<file path="config.mk">
export PLATFORM = sky130hd
export DESIGN_NAME = di_initiator
export DESIGN_NICKNAME = d
export VERILOG_FILES = /design/src/rtl/di_initiator.sv
export SDC_FILE = /design/constraint.sdc
export NUM_CORES = 1
export LEC_CHECK = 0
export BUFFER_PORTS_ARGS = -buffer_cell sky130_fd_sc_hd__buf_2
export CORE_ASPECT_RATIO = 2
export CORE_MARGIN = 4
export CORE_UTILIZATION = 44
export CTS_BUF_LIST = sky130_fd_sc_hd__clkbuf_8 sky130_fd_sc_hd__clkbuf_16
export DETAILED_ROUTE_END_ITERATION = 12
export GPL_TIMING_DRIVEN = 0
export PLACE_DENSITY = 0.76
export SLEW_MARGIN = 20
export SYNTH_ARGS = -nofsm -noshare
export SYNTH_HDL_FRONTEND = slang
export SYNTH_SLANG_ARGS = --single-unit
</file>
<file path="constraint.sdc">
create_clock -name clk -period 2.2 [get_ports clk]
set_clock_uncertainty 0.2 [all_clocks]
set_input_delay 0.44 -clock clk [delete_from_list [all_inputs] [get_ports clk]]
set_output_delay 0.44 -clock clk [all_outputs]
set_load 0.05 [all_outputs]
</file>
<file path="src/rtl/di_initiator.sv">
// di_initiator: burst master for the device-interface register bus (diRead/diWrite strobes paced by rdwr_ready).
// Define DI_INITIATOR_TIMEOUT_EN to abort a burst after TIMEOUT_CYCLES consecutive not-ready XFER cycles.
module di_initiator #(
    parameter int SETUP_CYCLES   = 2,
    parameter int TIMEOUT_CYCLES = 255
) (
    input  logic        clk,
    input  logic        reset,
    input  logic        cmd_valid,
    output logic        cmd_ready,
    input  logic        cmd_write,
    input  logic [15:0] cmd_ep,
    input  logic [15:0] cmd_reg,
    input  logic [15:0] cmd_len,
    input  logic        wr_valid,
    output logic        wr_ready,
    input  logic [15:0] wr_data,
    output logic        rd_valid,
    output logic [15:0] rd_data,
    output logic        done,
    output logic        error,
    output logic [15:0] diEpAddr,
    output logic [15:0] diRegAddr,
    output logic [15:0] diRegDataIn,
    output logic        diWrite,
    output logic        diRead,
    input  logic [15:0] diRegDataOut,
    input  logic        rdwr_ready
);

    if (SETUP_CYCLES < 1 || TIMEOUT_CYCLES < 1) begin : g_param_check
        $error("di_initiator: SETUP_CYCLES and TIMEOUT_CYCLES must be at least 1");
    end

    typedef enum logic [2:0] {
        S_IDLE, S_SETUP, S_XFER, S_GAP, S_RDLAT, S_DONE
    } state_e;

    localparam int SW = $clog2(SETUP_CYCLES + 1);

    state_e        state_q, state_d;
    logic [15:0]   ep_q, ep_d, reg_q, reg_d, rem_q, rem_d;
    logic [15:0]   wdata_q, wdata_d, rdata_q, rdata_d;
    logic          write_q, write_d, rvalid_q, rvalid_d;
    logic [SW-1:0] setup_q, setup_d;
    logic          rd_strobe, wr_strobe;
`ifdef DI_INITIATOR_TIMEOUT_EN
    localparam int TW = $clog2(TIMEOUT_CYCLES + 1) + 8;
    logic [TW-1:0] tmo_q, tmo_d;
    logic          err_q, err_d;
    logic          tmo_hit;
`endif

    always_comb begin
        // NOTE: every signal gets a default first so no path through the case infers a latch.
        state_d   = state_q;
        ep_d      = ep_q;
        reg_d     = reg_q;
        rem_d     = rem_q;
        write_d   = write_q;
        wdata_d   = wdata_q;
        rdata_d   = rdata_q;
        rvalid_d  = 1'b0;
        setup_d   = setup_q;
        rd_strobe = 1'b0;
        wr_strobe = 1'b0;
`ifdef DI_INITIATOR_TIMEOUT_EN
        tmo_d   = '0;
        err_d   = err_q;
        tmo_hit = 1'b0;
`endif
        case (state_q)
            S_IDLE: begin
                if (cmd_valid) begin
                    ep_d    = cmd_ep;
                    reg_d   = cmd_reg;
                    rem_d   = cmd_len;
                    write_d = cmd_write;
                    setup_d = '0;
`ifdef DI_INITIATOR_TIMEOUT_EN
                    err_d   = 1'b0;
`endif
                    state_d = (cmd_len == 16'd0) ? S_DONE : S_SETUP;
                end
            end
            // Terminals derive rdwr_ready from the address, so it must settle before the first strobe.
            S_SETUP: begin
                if (setup_q == SW'(SETUP_CYCLES - 1)) begin
                    state_d = S_XFER;
                end else begin
                    setup_d = setup_q + 1'b1;
                end
            end
            S_XFER: begin
                if (write_q) begin
                    wr_strobe = rdwr_ready & wr_valid;
                end else begin
                    rd_strobe = rdwr_ready;
                end
`ifdef DI_INITIATOR_TIMEOUT_EN
                tmo_d = tmo_q;
                if (!rdwr_ready) begin
                    if (tmo_q != '1) tmo_d = tmo_q + 1'b1;
                    tmo_hit = (tmo_q >= TW'(TIMEOUT_CYCLES - 1));
                end
`endif
                if (rd_strobe || wr_strobe) begin
                    if (rem_q != 16'd0) rem_d = rem_q - 16'd1;
                    if (wr_strobe) wdata_d = wr_data;
                    state_d = write_q ? S_GAP : S_RDLAT;
`ifdef DI_INITIATOR_TIMEOUT_EN
                    tmo_d = '0;
                end else if (tmo_hit) begin
                    err_d   = 1'b1;
                    tmo_d   = '0;
                    state_d = S_DONE;
`endif
                end
            end
            S_RDLAT: begin
                rdata_d  = diRegDataOut;
                rvalid_d = 1'b1;
                state_d  = (rem_q == 16'd0) ? S_DONE : S_GAP;
            end
            // rdwr_ready may still reflect the previous strobe here, so it is ignored for one cycle.
            S_GAP:   state_d = (rem_q == 16'd0) ? S_DONE : S_XFER;
            S_DONE:  state_d = S_IDLE;
            default: state_d = S_IDLE;
        endcase
    end

    // NOTE: sequential state is updated with non-blocking assignments only.
    always_ff @(posedge clk) begin
        if (reset) begin
            state_q  <= S_IDLE;
            ep_q     <= '0;
            reg_q    <= '0;
            rem_q    <= '0;
            write_q  <= 1'b0;
            wdata_q  <= '0;
            rdata_q  <= '0;
            rvalid_q <= 1'b0;
            setup_q  <= '0;
`ifdef DI_INITIATOR_TIMEOUT_EN
            tmo_q    <= '0;
            err_q    <= 1'b0;
`endif
        end else begin
            state_q  <= state_d;
            ep_q     <= ep_d;
            reg_q    <= reg_d;
            rem_q    <= rem_d;
            write_q  <= write_d;
            wdata_q  <= wdata_d;
            rdata_q  <= rdata_d;
            rvalid_q <= rvalid_d;
            setup_q  <= setup_d;
`ifdef DI_INITIATOR_TIMEOUT_EN
            tmo_q    <= tmo_d;
            err_q    <= err_d;
`endif
        end
    end

    // Strobes and pulses are masked while reset is held so an aborted burst issues nothing more.
    assign cmd_ready   = (state_q == S_IDLE);
    assign diRead      = rd_strobe & ~reset;
    assign diWrite     = wr_strobe & ~reset;
    assign wr_ready    = diWrite;
    assign diRegDataIn = diWrite ? wr_data : wdata_q;
    assign diEpAddr    = ep_q;
    assign diRegAddr   = reg_q;
    assign rd_valid    = rvalid_q;
    assign rd_data     = rdata_q;
    assign done        = (state_q == S_DONE) & ~reset;
`ifdef DI_INITIATOR_TIMEOUT_EN
    assign error       = done & err_q;
`else
    assign error       = 1'b0;
`endif

endmodule
</file>
# Word-level counts from Yosys, hierarchy flattened
# Index checks and enable logic that the tools add are counted.
dict set report totals {
  reg_bits 87
  wordCells 62
  out_inout_bits 71
  inputBits 86
}
dict set report classes {
  n_mux 23
  bitwise 5
  add_sub_neg 2
  reduce_logical 12
  n_eq_ne 11
}
# cell count
set ops {}
lappend ops {{$mux W16} 4}
lappend ops {{$logic_not A16 Y1} 2}
lappend ops {{$pmux W16 S2} 1}
lappend ops {{$mux W3} 7}
lappend ops {{$reduce_bool A16 Y1} 1}
lappend ops {{$sub A16 B1 Y16 const B} 1}
lappend ops {{$pmux W3 S5} 1}
lappend ops {{$ne A2 B2 Y1 const B} 5}
lappend ops {{$reduce_and A3 Y1} 3}
lappend ops {{$mux W1} 7}
lappend ops {{$eq A3 B2 Y1 const B} 2}
lappend ops {{$eq A3 B3 Y1 const B} 2}
lappend ops {{$and A1 B1 Y1} 4}
lappend ops {{$mux W2} 2}
lappend ops {{$pmux W2 S2} 1}
lappend ops {{$reduce_and A4 Y1} 1}
lappend ops {{$reduce_bool A2 Y1} 2}
lappend ops {{$eq A3 B1 Y1 const B} 1}
lappend ops {{$logic_not A3 Y1} 1}
lappend ops {{$add A2 B1 Y2 const B} 1}
lappend ops {{$eq A2 B1 Y1 const B} 1}
lappend ops {{$reduce_and A2 Y1} 1}
lappend ops {{$logic_or A1 B1 Y1} 1}
lappend ops {{$not A1 Y1} 1}

# Depth between registers and ports, before layout
# Gate-level depths: netlist of the first run.
dict set report depth {
  ltp_word 6
  depth_mapped 7
  ltp_nobuf 7
}

# Worst setup path before layout of the first run
# Ideal clock, no wire load.
dict set report synth_path {
  kind {register to output}
  start {register state_q[2]}
  end {output done}
  t_arrival_ns 2.201
  path_buffers 1
  setup_slack_ns -0.641
  required_ns 1.560
  stages_incl_launch_ff 3
  cell_sequence {dfxtp_1 > clkbuf_1 > nor4bb_1}
}
dict set report synth_between {
  elab_chain_cells 2
}
# item line
set synth_rtl {}
lappend synth_rtl {{start: declaration} 41} ;# state_e state_q, state_d;
lappend synth_rtl {{start signal: assignment} 149} ;# state_q <= state_d;
lappend synth_rtl {{$eq A3 B3 Y1} 175} ;# assign done = (state_q == S_DONE) & ~reset;
lappend synth_rtl {{$and A1 B1 Y1} 175}
lappend synth_rtl {{end: declaration} 20} ;# output logic done,
# No other way between the ends.

# Final worst setup path of the first run
dict set report layout_path {
  start {register state_q[0]}
  end {output diRegDataIn[9]}
}
dict set report layout_between {
  elab_chain_cells 4
}
# item line
set layout_rtl {}
lappend layout_rtl {{$eq A3 B2 Y1} 72} ;# case (state_q)
lappend layout_rtl {{$mux W1} 72}
lappend layout_rtl {{$and A1 B1 Y1} 168} ;# assign diWrite = wr_strobe & ~reset;
lappend layout_rtl {{$mux W16} 170} ;# assign diRegDataIn = diWrite ? wr_data : wdata_q;
lappend layout_rtl {{end: declaration} 24} ;# output logic [15:0] diRegDataIn,
# No other way between the ends.

==> metrics.md, run 1 <==
| Metric | Value |
|---|---|
| Syn Inst Count | `476` |
| Die area | `10,800 um2` |
| Netlist cell types | `59` |
| Largest net degree at the start of global routing | `17` |
| Ratio of cells with drive above 1 in the final layout | `38.5%` |
| Max-cap check violation count | `0` |
| Met1 wire length | `4530 um` |
| GPL Wtd Cong | `0.918` |
| Slew @ Worst Pin | `0.571 ns` |
| Switching share of power | `42.7%` |
| GRT overflow | `0` |
| Post-route ant nets | `0` |
| Seq/Total Area, Yosys | `43.6%` |
| Net Switching | `2.72 mW` |
| Worst Setup Start Kind | `flip-flop` |
| Syn Area/Cell | `8.39 um2` |
| Gate power share | `45.8%` |
| Initial antenna violation count | `0` |
| CP Capture Type | `primary output` |
| Maximum clock frequency | `0.391 GHz` |
| I/O Buffers | `154` |
| Final worst-path cycle share | `116%` |
| Mapped cell area | `3990 um2` |
| Final Core Density | `64.6%` |
| DR WL/cell | `16.9 um` |
| Outcome | `finished, violations left` |
| Final worst slack | `-0.358 ns` |
| Most frequent cells in the layout | `139 x buf_2, 109 x nand2_1, 82 x dfxtp_1` |
| CP Max Fanout | `5` |
| Root buf cell | `clkbuf_16` |
| Initial core utilization | `45.5%` |
| Top Layer Used | `met4` |
| Slew Viols, Final | `0` |
| EDFF count, synth | `0` |
| Critical Path RT | `1.56 ns` |
| Lkg Pwr | `2.47 nW` |
| Fillers | `756` |
| Hold WS | `0.133 ns` |
| Footprint of the multi-input gates | `2210 um2` |
| Seq cells post-synth | `87` |
| Dpl hpwl | `9680 um` |
| CTS tree | `done` |
| Layout area overhead | `42.0%` |
| Failing checks | `setup timing` |
| Initial drt markers | `198` |
| Crit path time final | `2.56 ns` |
| Clock share of power | `22.6%` |
| DRC | `0` |
| Clock sink total | `87` |
| Sequential Power Share | `31.6%` |
| Worst-skew pair later-pin latency | `0.34 ns` |
| First-pass GRT wire length | `20,200 um` |
| CTS Hold Bufs | `0` |
| Commonest non-fill, non-tap cell in the layout | `buf_2` |
| Sequential cell area | `1750 um2` |
| Chip width | `75.3 um` |
| Routed WL | `12,900 um` |
| Max Buffers Root-to-Sink | `2` |
| Worst EP arrival | `1.92 ns` |
| Clock transition at path regs | `0.07 ns` |
| H-Tree Depth | `3` |
| Internal | `3.66 mW` |
| I/O pins | `157` |
| Met2 wire length | `7020 um` |
| CP Class | `flip-flop to primary output` |
| Async set-or-reset flop fraction in the synthesized netlist | `0%` |
| Worst hold path type | `input pin to flip-flop` |
| Number of global-route vias before repair | `4,435` |
| PwrDens | `1130 nW/um2` |
| Mean number of vias per cell | `5.55` |
| Drt pass-1 iters | `5` |
| Die height | `143 um` |
| Final hold violations | `0` |
| Diodes inserted | `0` |
| Row count | `48` |
| Peak VDD IR | `0.000752 V` |
| YS warnings | `0` |
| Total CTS buffers | `9` |
| Ys flop type | `dfxtp_1` |
| RSZ-0062 raised after global routing | `yes` |
| Setup_tns | `-5.70 ns` |
| Met3 WL | `752 um` |
| Final setup violation count | `18` |
| Net count, final | `747` |
| Total GRT Usage | `24.0%` |
| Vias | `4,232` |
| Mapped Nets | `565` |
| Core area | `8770 um2` |
| Rel. slew slack | `61.9%` |
critical path, cell delays in order, from the launching register on:
cell and delay, ns:
dfxtp_4 0.35, nand4bb_4 0.24, nor3_4 0.31, buf_6 0.20, mux2_4 0.32, buf_8 0.15
through the flow:
stage	instances	setup slack [ns]	cell area (um2)	power [mW]
final	763	-0.358	5670	6.38
after detailed placement	730	-0.355	4990	4.60
after floorplan	476	-0.163	4100	3.92
after global placement	730	-0.346	4990	4.56
after CTS	755	-0.378	5520	6.15
after global routing	763	-0.431	5670	6.70
power by group through the flow:
stage / sequential [mW] / clock (mW) / combinational (mW)
after CTS: 2.00 / 1.47 / 2.69
after floorplan: 2.36 / 0 / 1.56
final: 2.02 / 1.44 / 2.93
after global routing: 2.05 / 1.53 / 3.12
after detailed placement: 2.04 / 0 / 2.55
after global placement: 2.03 / 0 / 2.53
cell usage after synthesis (5+ instances only):
cell type    n  share of area (%)
nand2_1    111                 10
a21oi_1     67                8.4
nor4_1       7                1.1
nand3_1     10                1.3
a22o_1      16                3.5
nor3_1       9                1.1
o311ai_1     6                1.3
mux2_2      13                3.7
nor2_1      23                2.2
o31ai_1      8                1.5
o21ai_0      5               0.63
dfxtp_1     87                 44
buf_2        9                1.1
and3_1       6               0.94
clkbuf_1    22                2.1
layer usage:
metal	up-vias	GRT usage, %
met5	-	0
met4	0	13.5
met3	50	5.57
met2	172	43.1
met1	1954	24.2
li1	2056	-
flip-flops by register name, summed over array words and instances, names as in the netlist:
signal,count
write_q,1
state_q,3
setup_q,2
diRegAddr,16
rem_q,16
rd_valid,1
diEpAddr,16
rd_data,16
wdata_q,16
worst paths after layout:
kind | start | endpoint | slack (ns) | depth (start not counted)
setup reg to reg | state_q[0]$_SDFFE_PP0P_ | rem_q[5]$_SDFFE_PP0P_ | 0.07 | 8
hold / removal | cmd_write | write_q$_SDFFE_PP0P_ | 0.13 | 3
hold reg to reg | diRegAddr[0]$_SDFFE_PP0P_ | diRegAddr[0]$_SDFFE_PP0P_ | 0.25 | 2
setup / recovery | state_q[0]$_SDFFE_PP0P_ | diRegDataIn[9] | -0.36 | 5
final cells by class:
class | instances | share of cell area (%)
Multi-Input combinational cell | 348 | 38.9
Sequential cell | 87 | 30.9
Timing Repair Buffer | 172 | 18.7
Clock buffer | 9 | 3.97
Buffer | 36 | 3.95
Tap cell | 100 | 2.21
Clock inverter | 7 | 0.993
Inverter | 4 | 0.265
logic make-up after synthesis:
group / Yosys count / synth area share, %
other: 1 / 0.0940
DFF: 87 / 43.6
muxes: 16 / 4.51
AOI/OAI and AO/OA: 132 / 22.1
and+or+nand+nor: 196 / 23.8
buffers and inverters: 41 / 4.92
adders and majority gates: 3 / 0.941
repair_timing:
action,4_1_cts,5_1_grt
endpoints found under the setup margin,30,33
pin swaps,3,7
cloned,1,1
gates resized for setup,59,30
buffers inserted,9,7
Note: power is estimated with default switching activity, not from simulation.
==> inputs of run 2 (changes only) <==
Settings changed: ABC_AREA set to 1, CORE_UTILIZATION 44 to 45, PLACE_DENSITY 0.76 to 0.75.
Clock period 2.2 ns to 2.4 ns, I/O delays scaled along.
==> metrics.md, run 2 <==
| Metric | Value |
|---|---|
| Outcome | `finished, violations left` |
| Failing checks | `setup timing` |
| YS warnings | `0 (unchanged)` |
| Peak VDD IR | `0.000929 V (+23%)` |
| Hold path endpoint | `rd_data[0]$_SDFFE_PP0P_` |
| Final hold violations | `0 (unchanged)` |
| Dpl hpwl | `9520 um (-1.7%)` |
| Row count | `48 (unchanged)` |
| Top-count cell post-synth | `nand2_1` |
| Drt pass-1 iters | `5 (unchanged)` |
| Worst Reg-to-Reg Cells | `10 (+2)` |
| Share of the synthesized area in the top cell type | `43.9% (+0.26 points)` |
| Initial antenna violation count | `0 (unchanged)` |
| Worst hold path type | `input pin to flip-flop` |
| I/O Buffers | `153 (-0.65%)` |
| CTS tree | `done` |
| Rel. slew slack | `57.7% (-4.2 points)` |
| Footprint of the multi-input gates | `2050 um2 (-7.3%)` |
| Commonest non-fill, non-tap cell in the layout | `buf_2` |
| Seq cells post-synth | `87 (unchanged)` |
| Syn Area/Cell | `6.83 um2 (-19%)` |
| Chip width | `74.4 um (-1.3%)` |
| Largest cells by area after synthesis | `dfxtp_1 44%, nand2_1 13%, nor2_1 7.8%, o21ai_0 7.6%, nand3_1 6.2%` |
| RR Startpoint | `state_q[1]$_SDFFE_PP0P_` |
| Fillers | `762 (+0.79%)` |
| Final Power | `6.05 mW (-5.2%)` |
| DR WL/cell | `15.2 um (-10%)` |
| Setup WS pre-CTS | `-0.311 ns (+0.0436 ns)` |
| Crit path time final | `2.50 ns` |
| DRC | `0 (unchanged)` |
| Crit-path max cell delay | `0.36 ns (about the same)` |
| Final worst slack | `-0.0994 ns (+0.258 ns)` |
| Largest area contributor in the netlist | `dfxtp_1` |
| Critical Path RT | `1.72 ns (+0.16 ns)` |
| Hold WS | `0.163 ns (+0.0298 ns)` |
| Root buf cell | `clkbuf_16` |
| Initial core utilization | `45.9% (+0.36 points)` |
| Mapped cell area | `3970 um2 (-0.60%)` |
| GRT overflow | `0 (unchanged)` |
| Vias | `4,531 (+7.1%)` |
| Cell Chain, Critical Path | `nor3_4 > inv_2 > nor2_4 > inv_2 > nor2_4 > buf_12 > buf_8 > nand2_2 > o21ai_2 > buf_6` |
| Async set-or-reset flop fraction in the synthesized netlist | `0% (unchanged)` |
| Min-delay src | `diRegDataOut[0]` |
| Net count, final | `846 (+13%)` |
| Total CTS buffers | `9 (unchanged)` |
| Core area | `8650 um2 (-1.4%)` |
| Worst-skew pair later-pin latency | `0.33 ns (about the same)` |
| Max Buffers Root-to-Sink | `2 (unchanged)` |
| Ys flop type | `dfxtp_1` |
| RSZ-0062 raised after global routing | `yes` |
| Layout area overhead | `41.6%` |
| Worst EP arrival | `1.82 ns (-0.10 ns)` |
| Maximum clock frequency | `0.400 GHz` |
| CP Max Fanout | `7 (+2)` |
| Post-route ant nets | `0 (unchanged)` |
| Netlist cell types | `31 (-47%)` |
| Mean number of vias per cell | `5.26 (-5.2%)` |
| Slew Viols, Final | `0 (unchanged)` |
| Final worst-path cycle share | `104%` |
| Lkg Pwr | `2.78 nW (+12%)` |
| Die area | `10,500 um2 (-2.6%)` |
| Critical Path Start | `state_q[0]$_SDFFE_PP0P_` |
| CP Capture Type | `primary output` |
| CTS Hold Bufs | `0 (unchanged)` |
| EDFF count, synth | `0 (unchanged)` |
| Design area | `5620 um2 (-0.91%)` |
| Flop-to-flop setup slack | `0.26 ns (+0.19 ns)` |
| Top cells by count, synth | `141 x nand2_1, 87 x dfxtp_1, 82 x nor2_1, 60 x o21ai_0, 49 x nand3_1` |
| CP Class | `flip-flop to primary output` |
| Largest net degree at the start of global routing | `18 (+1)` |
| GPL Wtd Cong | `0.949 (+3.4%)` |
| Diodes inserted | `0 (unchanged)` |
| Area post-placement | `4890 um2 (-2.0%)` |
| Clock transition at path regs | `0.07 ns (about the same)` |
| Routed WL | `13,100 um (+1.5%)` |
| CP max stage cell | `dfxtp_4` |
| H-Tree Depth | `3 (unchanged)` |
| Slew @ Worst Pin | `0.635 ns (+0.0636 ns)` |
| PwrDens | `1080 nW/um2 (-4.4%)` |
| I/O pins | `157 (unchanged)` |
| Setup_tns | `-1.46 ns (+4.25 ns)` |
| First-pass GRT wire length | `20,600 um (+1.9%)` |
| Sequential cell area | `1750 um2 (-0.36%)` |
| Reg-to-reg endpoint | `rem_q[2]$_SDFFE_PP0P_` |
| Total GRT Usage | `24.8% (+0.81 points)` |
| Most frequent cells in the layout | `137 x buf_2, 125 x nand2_1, 85 x dfxtp_1` |
| Seq/Total Area, Yosys | `43.9% (+0.26 points)` |
| Max-cap check violation count | `0 (unchanged)` |
| WHS Path Cells | `3 (unchanged)` |
| Final setup violation count | `18 (unchanged)` |
| Initial drt markers | `239 (+21%)` |
| Clock sink total | `87 (unchanged)` |
| Number of global-route vias before repair | `4,447 (+0.27%)` |
| Syn Inst Count | `581 (+22%)` |
| Ratio of cells with drive above 1 in the final layout | `31.8% (-6.7 points)` |
| Mapped Nets | `670 (+19%)` |
| Die height | `141 um (-1.3%)` |
| Worst Setup Start Kind | `flip-flop` |
[run 2: worst max-delay path, delay by kind of cell, from the launching register on]
family | cells | cell delay [ns]
AND/OR/NAND/NOR | 4 | 0.46
flip-flops | 1 | 0.36
buffers and inverters | 5 | 0.60
AO/OA/AOI/OAI | 1 | 0.07
[run 2: layer usage]
metal	wire length (um)	GRT usage, %	up-vias
met4	482	12.0	0
li1	-	-	2224
met5	0	0	-
met3	601	4.14	40
met2	7490	46.2	145
met1	4540	25.4	2122
[run 2: layout make-up]
cell class	count	area share, %
Multi-Input combinational cell	414	36.4
Sequential cell	87	31.1
Timing Repair Buffer	167	18.5
Clock buffer	9	4.01
Inverter	50	3.39
Buffer	28	2.90
Tap cell	100	2.23
Clock inverter	7	1.43
[run 2: repair_timing]
action | 4_1_cts | 5_1_grt
buffers inserted | 8 | 4
pin swaps | 3 | 3
setup endpoints to repair | 20 | 19
gates resized for setup | 73 | 16
gates cloned | 2 | 0
[run 2: cell families after synthesis]
group | synth area share [%]
buffers and inverters | 8.39
adder cells (fa/ha/maj) | 0.946
AO/OA/AOI/OAI | 15.2
AND/OR/NAND/NOR | 29.8
flip-flops | 43.9
XOR/XNOR | 0.662
multiplexers | 1.01
other | 0.0945
[run 2: worst max path at each step]
stage | to | slack (ns)
2_1_floorplan | diRegDataIn[10] | -0.18
3_3_place_gp | diRegDataIn[7] | -0.28
3_5_place_dp | diRegDataIn[14] | -0.31
4_1_cts | diRegDataIn[7] | -0.14
5_1_grt | diRegDataIn[6] | -0.17
6_report | diRegDataIn[2] | -0.1
[run 2: metrics by stage]
stage	instances	utilization (%)
global route	862	64.9
CTS	858	63.7
global placement	834	56.5
finish	862	64.9
floorplan	581	-
detailed placement	834	56.5
[run 2: power breakdown]
part	total, mW	internal (mW)	switching (mW)
Sequential	1.92	1.72	0.204
Combinational	2.69	0.810	1.88
Clock	1.43	0.822	0.612
Total	6.05	3.35	2.70
==> inputs of run 3 (changes only) <==
Settings changed: CORE_ASPECT_RATIO 2 to not set, CORE_UTILIZATION 45 to 44, PLACE_DENSITY 0.75 to 0.76.
Clock period 2.4 ns to 2.2 ns, I/O delays scaled along.
==> metrics.md, run 3 (synthesis results as in run 2) <==
| Metric | Value |
|---|---|
| Outcome | `finished, violations left` |
| Failing checks | `setup timing` |
| Final setup violation count | `19 (+1)` |
| Net count, final | `845 (-0.12%)` |
| Total GRT Usage | `23.0% (-1.8 points)` |
| Worst path most repeated cell | `nor2_4` |
| Commonest non-fill, non-tap cell in the layout | `buf_2` |
| DR WL/cell | `14.2 um (-6.9%)` |
| H-Tree Depth | `3 (unchanged)` |
| Row count | `34 (-29%)` |
| Final worst-path cycle share | `113%` |
| RSZ-0062 raised after global routing | `yes` |
| Initial core utilization | `45.3% (-0.60 points)` |
| Routed WL | `12,300 um (-6.2%)` |
| Post-route ant nets | `0 (unchanged)` |
| Grt met3 use | `6.97% (+2.8 points)` |
| Max Buffers Root-to-Sink | `2 (unchanged)` |
| Final hold violations | `0 (unchanged)` |
| Setup_tns | `-4.62 ns (-3.16 ns)` |
| Vias | `4,453 (-1.7%)` |
| Clock sink total | `87 (unchanged)` |
| CP bufs+invs | `5 (unchanged)` |
| Initial drt markers | `204 (-15%)` |
| Dpl hpwl | `8920 um (-6.3%)` |
| Worst-skew pair later-pin latency | `0.35 ns (+0.02 ns)` |
| Total CTS buffers | `9 (unchanged)` |
| Diodes inserted | `0 (unchanged)` |
| Crit-path max cell delay | `0.36 ns (about the same)` |
| I/O pins | `157 (unchanged)` |
| Worst hold path type | `input pin to flip-flop` |
| Mean number of vias per cell | `5.12 (-2.5%)` |
| Cell Chain, Critical Path | `nor3_4 > inv_4 > nor2_4 > inv_2 > nor2_4 > buf_12 > buf_8 > nand2_2 > o21ai_2 > buf_6` |
| Global-route met1 utilization | `28.5% (+3.1 points)` |
| Crit path time final | `2.48 ns` |
| GR peak layer | `met2` |
| Number of global-route vias before repair | `4,231 (-4.9%)` |
| Lkg Pwr | `2.71 nW (-2.4%)` |
| Initial antenna violation count | `0 (unchanged)` |
| Chip width | `103 um (+38%)` |
| CP max stage cell | `dfxtp_4` |
| Hold WS | `0.109 ns (-0.0540 ns)` |
| Final worst slack | `-0.277 ns (-0.177 ns)` |
| Max-cap check violation count | `0 (unchanged)` |
| Layout area overhead | `39.3%` |
| DRC | `0 (unchanged)` |
| Peak VDD IR | `0.000726 V (-22%)` |
| Root buf cell | `clkbuf_8` |
| Slew @ Worst Pin | `0.646 ns (+0.0108 ns)` |
| GRT overflow | `0 (unchanged)` |
| CP Max Fanout | `8 (+1)` |
| PwrDens | `1130 nW/um2 (+4.9%)` |
| CP Capture Type | `primary output` |
| Clock transition at path regs | `0.09 ns (+0.02 ns)` |
| Final Power | `6.24 mW (+3.2%)` |
| Core area | `8760 um2 (+1.3%)` |
| Most frequent cells in the layout | `137 x buf_2, 126 x nand2_1, 84 x dfxtp_1` |
| Maximum clock frequency | `0.404 GHz` |
| I/O Buffers | `153 (unchanged)` |
| Drt pass-1 iters | `5 (unchanged)` |
| Grt met2 use | `38.3% (-7.9 points)` |
| Worst Setup Start Kind | `flip-flop` |
| CTS tree | `done` |
| Top delay family on crit path | `buffers and inverters` |
| Worst EP arrival | `1.84 ns (+0.02 ns)` |
| Rel. slew slack | `56.9% (-0.72 points)` |
| First-pass GRT wire length | `19,400 um (-5.7%)` |
| CTS Hold Bufs | `0 (unchanged)` |
| Die area | `10,600 um2 (+1.2%)` |
| Largest net degree at the start of global routing | `18 (unchanged)` |
| Slew Viols, Final | `0 (unchanged)` |
| Die height | `103 um (-27%)` |
| GPL Wtd Cong | `0.908 (-4.3%)` |
| Fillers | `828 (+8.7%)` |
| Critical Path RT | `1.56 ns (-0.16 ns)` |
| CP Class | `flip-flop to primary output` |
| Ratio of cells with drive above 1 in the final layout | `32.1% (+0.30 points)` |
run 3: cell count changes in the layout (fill, tap and decap cells not counted), sizes merged:
cell    delta
clkbuf     +1
clkinv     +1
inv        -3
run 3: metal layers:
layer	up-vias	part of all wire [%]
met1	2042	40
met3	25	8.8
met2	168	49
li1	2218	-
met5	-	0
met4	0	2.2
run 3: worst paths after layout:
| path | start | end | slack (ns) | depth (start not counted) |
|---|---|---|---|---|
| worst max-delay path | state_q[0]$_SDFFE_PP0P_ | diRegDataIn[7] | -0.28 | 10 |
| worst min-delay path | diRegDataOut[2] | rd_data[2]$_SDFFE_PP0P_ | 0.11 | 3 |
| worst max register to register | state_q[0]$_SDFFE_PP0P_ | rem_q[15]$_SDFFE_PP0P_ | 0.20 | 7 |
| worst min register to register | diRegAddr[2]$_SDFFE_PP0P_ | diRegAddr[2]$_SDFFE_PP0P_ | 0.26 | 2 |
run 3: final cells by class:
type | count | area, um2 | share of cell area, %
multi-input cells | 414 | 2050 | 37.2
plain buffers | 29 | 178 | 3.21
repair buffers | 165 | 1000 | 18.1
clock inverters | 5 | 63.8 | 1.15
well taps | 108 | 135 | 2.45
clock buffers | 11 | 151 | 2.74
flip-flops and latches | 87 | 1750 | 31.6
inverters | 50 | 195 | 3.53
run 3: stage by stage:
step                      util, %  instances  setup slack, ns  instance area, um2
after floorplan                 -        581           -0.111                4040
after global placement       56.4        842           -0.460                4940
after detailed placement     56.4        842           -0.536                4940
after CTS                    62.5        868           -0.322                5470
after global routing         63.1        869           -0.378                5530
final                        63.1        869           -0.277                5530
run 3: report_power, final:
group / switching, mW / internal, mW
Clock: 0.594 / 0.596
Combinational: 2.05 / 0.918
Sequential: 0.214 / 1.87
run 3: worst reg2reg max path, cell delays in order (launching register included):
cell,delay [ns]
dfxtp_4,0.36
nor3_4,0.26
buf_4,0.22
clkbuf_1,0.49
nand3_1,0.15
nand2_1,0.09
nand2_1,0.04
a21oi_1,0.11
run 3: timing repair:
item	in CTS	in global routing
setup endpoints to repair	20	32
setup buffers	9	3
gates cloned	2	0
gates resized for setup	65	22
pin swaps	3	3
